## config.mk

```make
export PLATFORM = sky130hd
export DESIGN_NAME = stream_fifo_flat
export DESIGN_NICKNAME = d
export VERILOG_FILES = /design/src/rtl/fifo_pkg.sv /design/src/rtl/stream_fifo_if.sv /design/src/rtl/fifo_wrap_ptr.sv /design/src/rtl/stream_fifo.sv /design/src/flat_wrapper.sv
export SDC_FILE = /design/constraint.sdc
export NUM_CORES = 1
export LEC_CHECK = 0
export BUFFER_PORTS_ARGS = -buffer_cell sky130_fd_sc_hd__buf_2
export CORE_UTILIZATION = 55
export CTS_CLUSTER_DIAMETER = 150
export DETAILED_ROUTE_END_ITERATION = 8
export GPL_TIMING_DRIVEN = 0
export PLACE_DENSITY = 0.8
export SLEW_MARGIN = 0
export SYNTH_ARGS = -nofsm -noshare
export SYNTH_HDL_FRONTEND = slang
export SYNTH_SLANG_ARGS = --single-unit
```

## constraint.sdc

```tcl
create_clock -name clk -period 3.3 [get_ports clk]
set_input_delay 0.66 -clock clk [delete_from_list [all_inputs] [get_ports clk]]
set_output_delay 0.66 -clock clk [all_outputs]
set_load 0.005 [all_outputs]
```

## src/rtl/fifo_pkg.sv

```systemverilog
// fifo_pkg: shared mode constants and count-width helper for stream_fifo
package fifo_pkg;
  localparam int FWFT   = 0;
  localparam int REGOUT = 1;
  // Count must reach DEPTH, plus one more when an output register adds capacity
  function automatic int fifo_cnt_w(input int depth, input int out_reg);
    return $clog2(depth + out_reg + 1);
  endfunction
endpackage

```

## src/rtl/stream_fifo_if.sv

```systemverilog
// stream_fifo_if: valid/ready/data stream channel
//   master drives valid/data and samples ready; slave does the reverse
interface stream_fifo_if #(parameter type T = logic [7:0]) ();
  logic valid;
  logic ready;
  T     data;
  modport master (output valid, output data, input ready);
  modport slave  (input valid, input data, output ready);
endinterface

```

## src/rtl/fifo_wrap_ptr.sv

```systemverilog
// fifo_wrap_ptr: modulo-DEPTH pointer with increment enable and synchronous clear
//   clk, rst_n : clock, async active-low reset
//   clr_i      : synchronous clear, wins over inc_i
//   inc_i      : advance pointer, wrapping DEPTH-1 -> 0
//   ptr_o      : current pointer
module fifo_wrap_ptr #(
  parameter int DEPTH = 8,
  localparam int PW = $clog2(DEPTH)
) (
  input  logic          clk,
  input  logic          rst_n,
  input  logic          clr_i,
  input  logic          inc_i,
  output logic [PW-1:0] ptr_o
);
  logic [PW-1:0] ptr_q, ptr_d;
  always_comb ptr_d = clr_i ? '0 : !inc_i ? ptr_q : (ptr_q == PW'(DEPTH - 1)) ? '0 : ptr_q + PW'(1);
  always_ff @(posedge clk or negedge rst_n)
    if (!rst_n) ptr_q <= '0;
    else        ptr_q <= ptr_d;
  assign ptr_o = ptr_q;
endmodule

```

## src/rtl/stream_fifo.sv

```systemverilog
// stream_fifo: parametrised synchronous FIFO with valid/ready streams on both sides
//   clk, rst_n     : clock, async active-low reset
//   flush_i        : synchronous clear of all contents, overrides push/pop
//   in_if          : producer stream (slave); ready = !full
//   out_if         : consumer stream (master); FWFT or registered head
//   count_o        : occupied entries including the output register
//   full_o         : memory array holds DEPTH entries
//   almost_full_o  : count >= AF_THRESH
//   almost_empty_o : count <= AE_THRESH
module stream_fifo import fifo_pkg::*; #(
  parameter int  DEPTH     = 8,
  parameter int  WIDTH     = 8,
  parameter type DTYPE     = logic [WIDTH-1:0],
  parameter int  OUT_REG   = FWFT,
  parameter int  AF_THRESH = DEPTH - 1,
  parameter int  AE_THRESH = 1,
  localparam int CW = fifo_cnt_w(DEPTH, OUT_REG)
) (
  input  logic             clk,
  input  logic             rst_n,
  input  logic             flush_i,
  stream_fifo_if.slave     in_if,
  stream_fifo_if.master    out_if,
  output logic [CW-1:0]    count_o,
  output logic             full_o,
  output logic             almost_full_o,
  output logic             almost_empty_o
);
  localparam int PW = $clog2(DEPTH);
  localparam int MW = $clog2(DEPTH + 1);
  DTYPE          mem [DEPTH];
  DTYPE          head;
  logic [PW-1:0] wptr, rptr;
  logic [MW-1:0] mem_cnt_q, mem_cnt_d;
  logic          push, pop, rd_adv, ov_q;
  assign full_o      = mem_cnt_q == MW'(DEPTH);
  assign in_if.ready = !full_o;
  assign push        = in_if.valid & in_if.ready;
  assign pop         = out_if.valid & out_if.ready;
  assign head        = mem[rptr];
  assign mem_cnt_d   = flush_i ? '0 : mem_cnt_q + MW'(push) - MW'(rd_adv);
  always_ff @(posedge clk or negedge rst_n)
    if (!rst_n) mem_cnt_q <= '0;
    else        mem_cnt_q <= mem_cnt_d;
  always_ff @(posedge clk)
    if (push && !flush_i) mem[wptr] <= in_if.data;
  fifo_wrap_ptr #(.DEPTH(DEPTH)) u_wptr (.clk, .rst_n, .clr_i(flush_i), .inc_i(push),   .ptr_o(wptr));
  fifo_wrap_ptr #(.DEPTH(DEPTH)) u_rptr (.clk, .rst_n, .clr_i(flush_i), .inc_i(rd_adv), .ptr_o(rptr));
  if (OUT_REG == REGOUT) begin : g_reg
    DTYPE oreg_q;
    logic load;
    // Refill the output stage whenever it is empty or being drained this cycle
    assign load = (mem_cnt_q != '0) && (!ov_q || pop);
    assign rd_adv = load;
    always_ff @(posedge clk or negedge rst_n)
      if (!rst_n) begin
        ov_q   <= 1'b0;
        oreg_q <= '0;
      end else begin
        ov_q   <= flush_i ? 1'b0 : load ? 1'b1 : pop ? 1'b0 : ov_q;
        oreg_q <= load ? head : oreg_q;
      end
    assign out_if.valid = ov_q;
    assign out_if.data  = oreg_q;
  end else begin : g_fwft
    assign ov_q         = 1'b0;
    assign rd_adv       = pop;
    assign out_if.valid = mem_cnt_q != '0;
    assign out_if.data  = head;
  end
  assign count_o        = CW'(mem_cnt_q) + CW'(ov_q);
  assign almost_full_o  = int'(count_o) >= AF_THRESH;
  assign almost_empty_o = int'(count_o) <= AE_THRESH;
endmodule
```

## src/flat_wrapper.sv

```systemverilog
// flat-port wrapper written by rule: the top's interface ports become plain ports
module stream_fifo_flat import fifo_pkg::*;
#(
  parameter int  DEPTH     = 8,
  parameter int  WIDTH     = 8,
  parameter type DTYPE     = logic [WIDTH-1:0],
  parameter int  OUT_REG   = FWFT,
  parameter int  AF_THRESH = DEPTH - 1,
  parameter int  AE_THRESH = 1,
  localparam int CW = fifo_cnt_w(DEPTH, OUT_REG)
)
  (clk, rst_n, flush_i, count_o, full_o, almost_full_o, almost_empty_o, in_if_valid, in_if_data, in_if_ready, out_if_valid, out_if_data, out_if_ready);
  stream_fifo_if in_if_i ();
  stream_fifo_if out_if_i ();
  input  logic clk;
  input  logic rst_n;
  input  logic flush_i;
  output logic [CW-1:0] count_o;
  output logic full_o;
  output logic almost_full_o;
  output logic almost_empty_o;
  input wire logic [$bits(in_if_i.valid)-1:0] in_if_valid;
  input wire logic [$bits(in_if_i.data)-1:0] in_if_data;
  output wire logic [$bits(in_if_i.ready)-1:0] in_if_ready;
  output wire logic [$bits(out_if_i.valid)-1:0] out_if_valid;
  output wire logic [$bits(out_if_i.data)-1:0] out_if_data;
  input wire logic [$bits(out_if_i.ready)-1:0] out_if_ready;
  assign in_if_i.valid = in_if_valid;
  assign in_if_i.data = in_if_data;
  assign in_if_ready = in_if_i.ready;
  assign out_if_valid = out_if_i.valid;
  assign out_if_data = out_if_i.data;
  assign out_if_i.ready = out_if_ready;
  stream_fifo #(.DEPTH(DEPTH), .WIDTH(WIDTH), .DTYPE(DTYPE), .OUT_REG(OUT_REG), .AF_THRESH(AF_THRESH), .AE_THRESH(AE_THRESH)) u_core (.clk(clk), .rst_n(rst_n), .flush_i(flush_i), .in_if(in_if_i), .out_if(out_if_i), .count_o(count_o), .full_o(full_o), .almost_full_o(almost_full_o), .almost_empty_o(almost_empty_o));
endmodule
```

==> results of run 1 <==
-- registers in the layout, summed over array words and instances (netlist names) --
register,cells
u_core.u_rptr.ptr_o,3
u_core.u_wptr.ptr_o,3
u_core.mem,64
u_core.mem_cnt_q,4
-- through the flow --
stage	std cells	hold WS, ns
2_1_floorplan	177	0.364
3_3_place_gp	278	0.536
3_5_place_dp	278	0.539
4_1_cts	294	0.169
5_1_grt	295	0.175
6_report	295	0.170
-- power by group through the flow --
stage / combinational [mW] / sequential (mW) / clock (mW)
detailed placement: 0.573 / 1.13 / 0
global route: 0.642 / 1.12 / 0.723
finish: 0.568 / 1.11 / 0.678
floorplan: 0.390 / 1.12 / 0
CTS: 0.575 / 1.11 / 0.682
global placement: 0.561 / 1.13 / 0
-- worst max-delay path, delay by kind of cell (launching register included) --
family	cells	cell delay (ns)
buffers and inverters	3	0.85
muxes	2	0.68
DFF	1	0.36
-- layer usage --
layer / global-route usage / share of wire
met2: 0.330 / 0.51
met3: 0.0442 / 0.046
met5: 0 / 0
met4: 0.117 / 0.021
met1: 0.267 / 0.43
-- logic make-up after synthesis --
| group | count (synthesis) |
|---|---|
| XOR/XNOR | 1 |
| AND/OR/NAND/NOR | 36 |
| AO/OA/AOI/OAI | 13 |
| adder cells (fa/ha/maj) | 13 |
| buffers and inverters | 15 |
| multiplexers | 25 |
| flip-flops | 74 |
-- cell usage in the layout (no fill, tap or decap), drive strengths merged, types with 2 or more instances in the layout --
cell / Yosys / routed
or4: 2 / 2
edfxtp: 64 / 64
nor2b: 2 / 2
nand2b: 6 / 6
buf: 5 / 35
nand4b: 2 / 2
nor3: 2 / 2
nand3: 5 / 5
mux2: 8 / 8
inv: 8 / 9
nor2: 10 / 10
dfrtp: 10 / 10
clkbuf: 2 / 11
mux4: 16 / 16
nand2: 2 / 2
o21ai: 5 / 5
or3b: 2 / 2
a21oi: 7 / 7
ha: 12 / 12
clkinv: 0 / 4
-- final cells by class --
class	instances	area (µm²)
fillers	381	1910
plain buffers	7	52.6
well taps	72	90.1
clock inverters	7	68.8
multi-input cells	88	978
clock buffers	9	124
inverters	8	30.0
flip-flops and latches	74	2170
repair buffers	30	153
-- final timing paths --
| check | end |
|---|---|
| max reg2reg | u_core.mem_cnt_q[2] |
| min in group clk | u_core.u_rptr.ptr_o[1] |
| max | out_if_data[7] |
| max in group asynchronous | u_core.mem_cnt_q[1] |
| min | u_core.mem_cnt_q[3] |
| min reg2reg | u_core.u_wptr.ptr_o[0] |
==> results.py, run 1 <==
metrics = {
    "outcome": {
        "outcome": "finished, final reports clean",
    },
    "clocking": {
        "cts_hold_buf": 0,
        "clk_pin_slew_ns": 0.07,
        "htree_levels": 3,
        "cts_tree": "done",
        "cts.repair.resized": 0,
        "cts_buffers": 9,
        "clockBufferDepth": 2,
        "clock_sinks": 74,
        "root_buffer": "clkbuf_8",
        "worstSkewPairLatency_ns": 0.34,
        "postCtsSetupBuffers": 0,
    },
    "finish": {
        "finish.utilization": 0.658,
        "drive_above_1_share": 0.274,
        "nets": 244,
        "num_antenna_cells": 0,
        "fin_area_um2": 3670,
        "area_growth_pct": 13.6,
    },
    "synthesis": {
        "synth.ff_latch_count": 74,
        "async_flop_share": 0.135,
        "ys_warn_count": 0,
        "synth_area_per_cell_um2": 18.2,
        "synth.net_count": 203,
        "synth_top_area_frac": 0.595,
        "synth.most_common_cell": "edfxtp_1",
        "synth.yosys.seq_area_share": 0.673,
        "synth_top_family_by_area": "multiplexers",
        "synthSimpleGateAreaFrac": 0.0636,
        "synthFlopType": "edfxtp_1",
        "synth_compound_area_frac": 0.0213,
        "yosys.area.top_type": "edfxtp_1",
        "synth_edf_count": 64,
        "synthesis.area_um2": 3230,
        "synth.area.mux_share": 0.161,
        "synth.area.top_cells": "edfxtp_1, mux4_1, dfrtp_1, ha_1, mux2_2",
        "synthCells": 177,
        "synth_cell_type_count": 31,
        "synthAdderAreaFrac": 0.0527,
        "synth_xor_area_frac": 0.00271,
        "ys_top_cells_by_count": "edfxtp_1, mux4_1, ha_1, dfrtp_1, nor2_1",
    },
    "power": {
        "p_comb_frac": 0.241,
        "swShare": 0.273,
        "p_total_mw": 2.35,
        "power.share.clock": 0.288,
        "peakVddDrop_mv": 0.378,
        "switchingPower_mw": 0.642,
        "p_int_mw": 1.71,
        "p_seq_frac": 0.470,
        "power_density_nw_per_um2": 642,
        "leakage_nw": 1.35,
    },
    "critical_path": {
        "rr_worst_depth": 10,
        "regToRegSetupSlack_ns": 0.52,
        "critPathLaunch": "u_core.u_rptr.ptr_o[2]",
        "critPathCaptureType": "primary output",
        "cpMostUsedCell": "buf_2",
        "cp_cell_sequence": "buf_2, clkbuf_1, mux4_1, mux2_2, buf_2",
        "arrival_ns": 2.23,
        "max_stage_delay_ns": 0.50,
        "critical-path-slowest-cell": "clkbuf_1",
        "crit_path_max_fanout": 10,
        "crit_required_ns": 2.64,
        "crit_type": "register to primary output",
        "cp-start-kind": "register",
        "worst_r2r_startpoint": "u_core.mem_cnt_q[2]",
    },
    "die": {
        "die_h_um": 78.6,
        "initial_core_util": 0.579,
        "die-area_um2": 6180,
        "fp.dieW_um": 78.6,
        "rows": 27,
        "core_um2": 5570,
        "pin_count": 30,
    },
    "min_path": {
        "worst_hold_path_type": "input pin to async pin",
    },
    "global_route": {
        "grt_max_degree": 14,
        "grt_pass1_wl_um": 8780,
        "track_usage": 0.208,
        "antenna_found_initial": 0,
        "grt_pass1_vias": 1683,
        "grt_overflow": 0,
    },
    "timing": {
        "fmax_ghz": 0.346,
        "finalWorstSetupSlack_ns": 0.406,
        "setup_viol": 0,
        "tns_ns": 0,
        "period_minus_slack_ns": 2.89,
        "hold_violations": 0,
        "finalCritPeriodShare": 0.877,
        "worst-slew-pin-transition_ns": 0.917,
        "fin_skew_ns": 0.00403,
        "drv_slew": 0,
        "rsz0062_at_grt": "no",
        "slew_headroom": 0.387,
    },
    "run": {
        "drv_cap": 0,
    },
    "detailed_routing": {
        "vias": 1702,
        "wire_per_inst_um": 19.2,
        "viasPerCell": 5.77,
        "ant_nets": 0,
        "drc": 0,
        "drt-initial-drc-count": 97,
        "wl_um": 5670,
        "first_pass_iters": 4,
    },
    "placed_design": {
        "hpwl_um": 3790,
        "post-place-ws_ns": 0.268,
        "place_congestion": 0.708,
        "placed_area_um2": 3460,
        "port-buffer-count": 29,
    },
}
No activity file was read; power rests on OpenSTA's default activity.
==> run 2: changes to the inputs <==
--- a/config.mk
+++ b/config.mk
@@ -6,11 +6,14 @@
 export NUM_CORES = 1
 export LEC_CHECK = 0
 export BUFFER_PORTS_ARGS = -buffer_cell sky130_fd_sc_hd__buf_2
-export CORE_UTILIZATION = 55
+export CELL_PAD_IN_SITES_DETAIL_PLACEMENT = 1
+export CELL_PAD_IN_SITES_GLOBAL_PLACEMENT = 1
+export CORE_UTILIZATION = 50
 export CTS_CLUSTER_DIAMETER = 150
 export DETAILED_ROUTE_END_ITERATION = 8
 export GPL_TIMING_DRIVEN = 0
-export PLACE_DENSITY = 0.8
+export HOLD_SLACK_MARGIN = 0.02
+export PLACE_DENSITY = 0.83
 export SLEW_MARGIN = 0
 export SYNTH_ARGS = -nofsm -noshare
 export SYNTH_HDL_FRONTEND = slang
==> run 2 against run 1 <==
- fmax down 3.2%
- sequential cell count unchanged
- non-clock buffer count unchanged
- sequential power about the same
- combinational power up 11%
==> results.py, run 2 (same netlist as run 1, synthesis figures left out) <==
metrics = {
    "outcome": {
        "outcome": "finished, final reports clean",
    },
    "placed_design": {
        "place_congestion": 0.756,
        "port-buffer-count": 29,
        "hpwl_um": 4600,
    },
    "die": {
        "initial_core_util": 0.533,
        "core_um2": 6060,
        "pin_count": 30,
        "rows": 28,
        "fp.dieW_um": 82.4,
        "die-area_um2": 6780,
        "die_h_um": 82.4,
    },
    "finish": {
        "num_antenna_cells": 0,
        "n_fill_cell": 532,
        "reg_top3": "u_core.mem: 64 flops, u_core.mem_cnt_q: 4 flops",
        "final_common_cell": "edfxtp_1",
        "layout_common_cells": "edfxtp_1, buf_2, mux4_1, ha_1",
        "area_growth_pct": 15.7,
        "seq_area_um2": 2170,
        "largest_reg_flops": 64,
        "multi_input_area_um2": 978,
        "drive_above_1_share": 0.275,
        "nets": 244,
        "top_register": "u_core.mem",
    },
    "clocking": {
        "clk_pin_slew_ns": 0.08,
        "clock_sinks": 74,
        "htree_levels": 3,
        "postCtsSetupBuffers": 0,
        "cts_hold_buf": 0,
        "cts_buffers": 9,
        "cts.repair.resized": 0,
        "worstSkewPairLatency_ns": 0.35,
        "cts_tree": "done",
        "clockBufferDepth": 2,
        "root_buffer": "clkbuf_8",
    },
    "timing": {
        "finalCritPeriodShare": 0.906,
        "setup_viol": 0,
        "tns_ns": 0,
        "drv_slew": 0,
        "slew_headroom": 0.373,
        "rsz0062_at_grt": "no",
        "fin_skew_ns": 0.00644,
        "period_minus_slack_ns": 2.99,
        "hold_violations": 0,
        "fmax_ghz": 0.334,
        "worst-slew-pin-transition_ns": 0.937,
    },
    "detailed_routing": {
        "drt-initial-drc-count": 112,
        "wire_per_inst_um": 24.5,
        "viasPerCell": 5.99,
        "vias": 1780,
        "drc": 0,
        "wl_um": 7270,
        "ant_nets": 0,
        "first_pass_iters": 4,
    },
    "critical_path": {
        "arrival_ns": 2.33,
        "crit_family": "buffers and inverters",
        "cp_cell_sequence": "buf_2, clkbuf_1, mux4_1, mux2_2, buf_2",
        "critPathCaptureType": "primary output",
        "r2r-end": "u_core.mem_cnt_q[2]",
        "critical-path-slowest-cell": "clkbuf_1",
        "crit_path_max_fanout": 10,
        "worst-path-buf-inv": 3,
        "rr_worst_depth": 10,
        "max_stage_delay_ns": 0.51,
        "worst_r2r_startpoint": "u_core.mem_cnt_q[2]",
        "regToRegSetupSlack_ns": 0.35,
        "cpMostUsedCell": "buf_2",
        "crit_required_ns": 2.64,
        "crit_type": "register to primary output",
        "cp-start-kind": "register",
    },
    "power": {
        "peakVddDrop_mv": 0.496,
        "p_seq_frac": 0.421,
        "swShare": 0.267,
        "power_density_nw_per_um2": 711,
        "p_total_mw": 2.65,
        "leakage_nw": 1.38,
        "p_int_mw": 1.95,
        "p_comb_frac": 0.237,
        "power.share.clock": 0.342,
        "switchingPower_mw": 0.707,
    },
    "global_route": {
        "grt_pass1_vias": 1863,
        "antenna_found_initial": 0,
        "track_usage": 0.245,
        "grt_max_degree": 13,
        "grt_overflow": 0,
        "grt_pass1_wl_um": 10900,
    },
    "run": {
        "drv_cap": 0,
    },
    "min_path": {
        "worst_hold_path_type": "input pin to async pin",
    },
}
-- run 2: power groups by stage --
stage          clock (mW)  combinational (mW)  sequential [mW]
3_3_place_gp            0               0.552             1.12
2_1_floorplan           0               0.390             1.12
3_5_place_dp            0               0.619             1.13
5_1_grt             0.952               0.689             1.12
6_report            0.907               0.629             1.12
4_1_cts             0.923               0.640             1.12
-- run 2: layout make-up --
cell class	instances	area share
clock inverter	6	0.0349
buffer	7	0.0141
clock buffer	9	0.0332
timing repair buffer	30	0.0409
multi-input combinational	88	0.262
sequential	74	0.582
inverter	8	0.00804
tap	75	0.0251
-- run 2: routing by layer --
layer  vias up  track usage  share of wire
met3         9       0.0593          0.029
li1        784            -              -
met1       955        0.300           0.43
met5         -            0              0
met4         0       0.0772          0.015
met2        32        0.427           0.53
-- run 2: metrics by stage --
| step | util | area [µm²] | cells | hold slack (ns) | setup WS, ns |
|---|---|---|---|---|---|
| 3_3_place_gp | 0.572 | 3470 | 281 | 0.526 | 0.322 |
| 3_5_place_dp | 0.573 | 3470 | 282 | 0.539 | 0.125 |
| 5_1_grt | 0.616 | 3730 | 297 | 0.163 | 0.188 |
| 6_report | 0.616 | 3730 | 297 | 0.163 | 0.310 |
| 2_1_floorplan | - | 3230 | 177 | 0.364 | 0.692 |
| 4_1_cts | 0.615 | 3730 | 297 | 0.154 | 0.0696 |
-- run 2: how the worst max path moves through the flow --
| stage | start | to | cells past startpoint |
|---|---|---|---|
| after detailed placement | u_core.mem_cnt_q[2] | u_core.mem[0][0] | 7 |
| final | u_core.u_rptr.ptr_o[2] | out_if_data[2] | 5 |
| after global routing | u_core.u_rptr.ptr_o[2] | out_if_data[2] | 5 |
| after CTS | u_core.mem_cnt_q[2] | u_core.mem[0][6] | 7 |
| after floorplan | u_core.mem_cnt_q[2] | u_core.mem_cnt_q[2] | 10 |
| after global placement | u_core.mem_cnt_q[2] | u_core.mem[0][3] | 7 |
==> run 3: changes to the inputs <==
--- a/config.mk
+++ b/config.mk
@@ -5,15 +5,16 @@
 export SDC_FILE = /design/constraint.sdc
 export NUM_CORES = 1
 export LEC_CHECK = 0
+export ABC_AREA = 1
 export BUFFER_PORTS_ARGS = -buffer_cell sky130_fd_sc_hd__buf_2
 export CELL_PAD_IN_SITES_DETAIL_PLACEMENT = 1
 export CELL_PAD_IN_SITES_GLOBAL_PLACEMENT = 1
-export CORE_UTILIZATION = 50
+export CORE_UTILIZATION = 46
 export CTS_CLUSTER_DIAMETER = 150
 export DETAILED_ROUTE_END_ITERATION = 8
 export GPL_TIMING_DRIVEN = 0
 export HOLD_SLACK_MARGIN = 0.02
-export PLACE_DENSITY = 0.83
+export PLACE_DENSITY = 0.84
 export SLEW_MARGIN = 0
 export SYNTH_ARGS = -nofsm -noshare
 export SYNTH_HDL_FRONTEND = slang
==> run 3 against run 2 <==
- synthesized cell count is 110% higher
- cell count rose by 74%
- via count grew 44%
- sequential share of layout area shrank 5.6 points
- largest cell class unchanged
- global-route usage is 0.53 points lower
- clock skew shrank 0.0014 ns
- routed wire length increased by 25%
- sequential power hardly changed
- die area grew 21%
- critical endpoint is now u_core.mem_cnt_q[1]
==> results.py, run 3 <==
metrics = {
    "synthesis": {
        "synth_edf_count": 64,
        "async_flop_share": 0.135,
        "ys_top_cells_by_count": "nand2_1, inv_1, edfxtp_1, nand3_1, ha_1",
        "synth.yosys.seq_area_share": 0.603,
        "ys_warn_count": 0,
        "synthCells": 370,
        "synth.net_count": 396,
        "synth_top_area_frac": 0.534,
        "yosys.area.top_type": "edfxtp_1",
        "synthFlopType": "edfxtp_1",
        "synth.ff_latch_count": 74,
        "synth_area_per_cell_um2": 9.73,
        "synth.area.top_cells": "edfxtp_1, nand2_1, inv_1, dfrtp_1, nand3_1",
        "synthesis.area_um2": 3600,
        "synth.most_common_cell": "nand2_1",
        "synth_cell_type_count": 24,
    },
    "power": {
        "p_seq_frac": 0.393,
        "p_int_mw": 1.85,
        "peakVddDrop_mv": 0.372,
        "leakage_nw": 1.98,
        "p_comb_frac": 0.331,
        "power.share.clock": 0.276,
        "swShare": 0.348,
        "switchingPower_mw": 0.991,
        "power_density_nw_per_um2": 689,
    },
    "timing": {
        "drv_slew": 0,
        "finalCritPeriodShare": 0.730,
        "whs_ns": 0.170,
        "fin_skew_ns": 0.00503,
        "slew_headroom": 0.387,
        "period_minus_slack_ns": 2.41,
        "hold_violations": 0,
        "worst-slew-pin-transition_ns": 0.915,
        "rsz0062_at_grt": "no",
        "fmax_ghz": 0.415,
        "finalWorstSetupSlack_ns": 0.892,
        "setup_viol": 0,
        "tns_ns": 0,
    },
    "critical_path": {
        "crit_required_ns": 3.57,
        "crit_type": "register to register",
        "cp_cell_sequence": "inv_1, ha_1, nand2_1, nand2_2, inv_2, ha_1, inv_1, ha_1, fa_1, inv_1, nor2_1",
        "r2r-end": "u_core.mem_cnt_q[1]",
        "rr_worst_depth": 11,
        "crit_family": "adder cells",
        "max_stage_delay_ns": 0.52,
        "worst_r2r_startpoint": "u_core.mem_cnt_q[2]",
        "worst-path-buf-inv": 4,
        "crit_path_max_fanout": 4,
        "critical-path-slowest-cell": "fa_1",
        "arrival_ns": 2.67,
        "regToRegSetupSlack_ns": 0.89,
        "critPathCaptureType": "register",
        "cp-start-kind": "register",
    },
    "finish": {
        "finish.utilization": 0.558,
        "top_register": "u_core.mem",
        "layout_common_cells": "nand2_1, inv_1, edfxtp_1, nand3_1, buf_2",
        "final_common_cell": "nand2_1",
        "n_fill_cell": 875,
        "drive_above_1_share": 0.197,
        "nets": 438,
        "fin_area_um2": 4130,
        "seq_area_um2": 2170,
        "area_growth_pct": 14.7,
        "reg_top3": "u_core.mem: 64 flops, u_core.mem_cnt_q: 4 flops",
        "num_antenna_cells": 0,
        "multi_input_area_um2": 1020,
        "largest_reg_flops": 64,
    },
    "detailed_routing": {
        "drc": 0,
        "viasPerCell": 4.98,
        "vias": 2572,
        "first_pass_iters": 4,
        "wl_um": 9060,
        "drt-initial-drc-count": 171,
        "wire_per_inst_um": 17.6,
        "ant_nets": 0,
    },
    "placed_design": {
        "hpwl_um": 6160,
        "post-place-ws_ns": 0.464,
        "place_congestion": 0.772,
        "placed_area_um2": 3890,
        "port-buffer-count": 29,
    },
    "global_route": {
        "antenna_found_initial": 0,
        "grt_overflow": 0,
        "track_usage": 0.240,
        "grt_pass1_wl_um": 14500,
        "grt_max_degree": 14,
        "grt_pass1_vias": 2847,
    },
    "outcome": {
        "outcome": "finished, final reports clean",
    },
    "die": {
        "initial_core_util": 0.486,
        "pin_count": 30,
        "die-area_um2": 8180,
        "core_um2": 7410,
        "fp.dieW_um": 90.5,
        "rows": 31,
        "die_h_um": 90.5,
    },
    "clocking": {
        "root_buffer": "clkbuf_8",
        "htree_levels": 3,
        "clockBufferDepth": 2,
        "clock_sinks": 74,
        "cts_tree": "done",
        "cts_hold_buf": 0,
        "cts_buffers": 9,
        "cts.repair.resized": 0,
        "postCtsSetupBuffers": 0,
        "clk_pin_slew_ns": 0.08,
        "worstSkewPairLatency_ns": 0.35,
    },
    "min_path": {
        "worst_hold_path_type": "input pin to async pin",
    },
    "run": {
        "drv_cap": 0,
    },
}
-- run 3: cell types whose count changed after synthesis, sizes merged, moves of 4 or more --
| cell | change |
|---|---|
| mux4 | -16 |
| nand2b | -6 |
| inv | +77 |
| a21oi | -4 |
| nand2 | +117 |
| nand3 | +40 |
| buf | +7 |
| mux2 | -8 |
| nor3 | +6 |
| nor2 | -4 |
-- run 3: kinds of logic after synthesis --
kind of cell	count (synthesis)	synth area share
adder cells (fa/ha/maj)	13	0.0473
AO/OA/AOI/OAI	7	0.0104
XOR/XNOR	1	0.00243
AND/OR/NAND/NOR	178	0.216
flip-flops	74	0.603
buffers and inverters	97	0.121
-- run 3: how the worst max path moves through the flow --
stage                              from             endpoint  slack (ns)  cells past startpoint
detailed placement              flush_i     u_core.mem[3][4]        0.46                      5
global placement                flush_i     u_core.mem[5][5]        0.53                      5
CTS                 u_core.mem_cnt_q[2]     u_core.mem[3][3]        0.58                      6
floorplan           u_core.mem_cnt_q[2]  u_core.mem_cnt_q[2]        1.20                     11
finish              u_core.mem_cnt_q[2]  u_core.mem_cnt_q[1]        0.89                     11
global route        u_core.mem_cnt_q[2]  u_core.mem_cnt_q[1]        0.73                     11
-- run 3: final cells by class --
class | instances | share of cell area
Buffer | 12 | 0.0261
Clock buffer | 9 | 0.0300
Clock inverter | 7 | 0.0224
Inverter | 85 | 0.0791
Multi-Input combinational cell | 199 | 0.248
Sequential cell | 74 | 0.526
Tap cell | 99 | 0.0300
Timing Repair Buffer | 31 | 0.0388
-- run 3: power groups by stage --
stage	clock network [mW]	registers [mW]	logic, mW
2_1_floorplan	0	1.13	0.606
3_3_place_gp	0	1.13	0.873
3_5_place_dp	0	1.14	0.939
4_1_cts	0.791	1.12	0.954
5_1_grt	0.828	1.12	1.07
6_report	0.785	1.12	0.942
-- run 3: worst reg2reg max path: stages, from the launching register on --
cell,delay [ns]
dfrtp_1,0.41
inv_1,0.17
ha_1,0.24
nand2_1,0.10
nand2_2,0.11
inv_2,0.06
ha_1,0.27
inv_1,0.04
ha_1,0.22
fa_1,0.52
inv_1,0.06
nor2_1,0.13
-- run 3: per-layer routing --
metal | wire [µm] | vias to the layer above | track usage
li1 | - | 1243 | -
met3 | 359 | 18 | 0.0497
met1 | 3840 | 1258 | 0.293
met5 | 0 | - | 0
met4 | 178 | 0 | 0.0941
met2 | 4680 | 53 | 0.414
-- run 3: metrics by stage --
stage / power [mW] / instances
global placement: 2.00 / 498
global route: 3.02 / 516
detailed placement: 2.08 / 499
floorplan: 1.74 / 370
CTS: 2.86 / 515
finish: 2.84 / 516
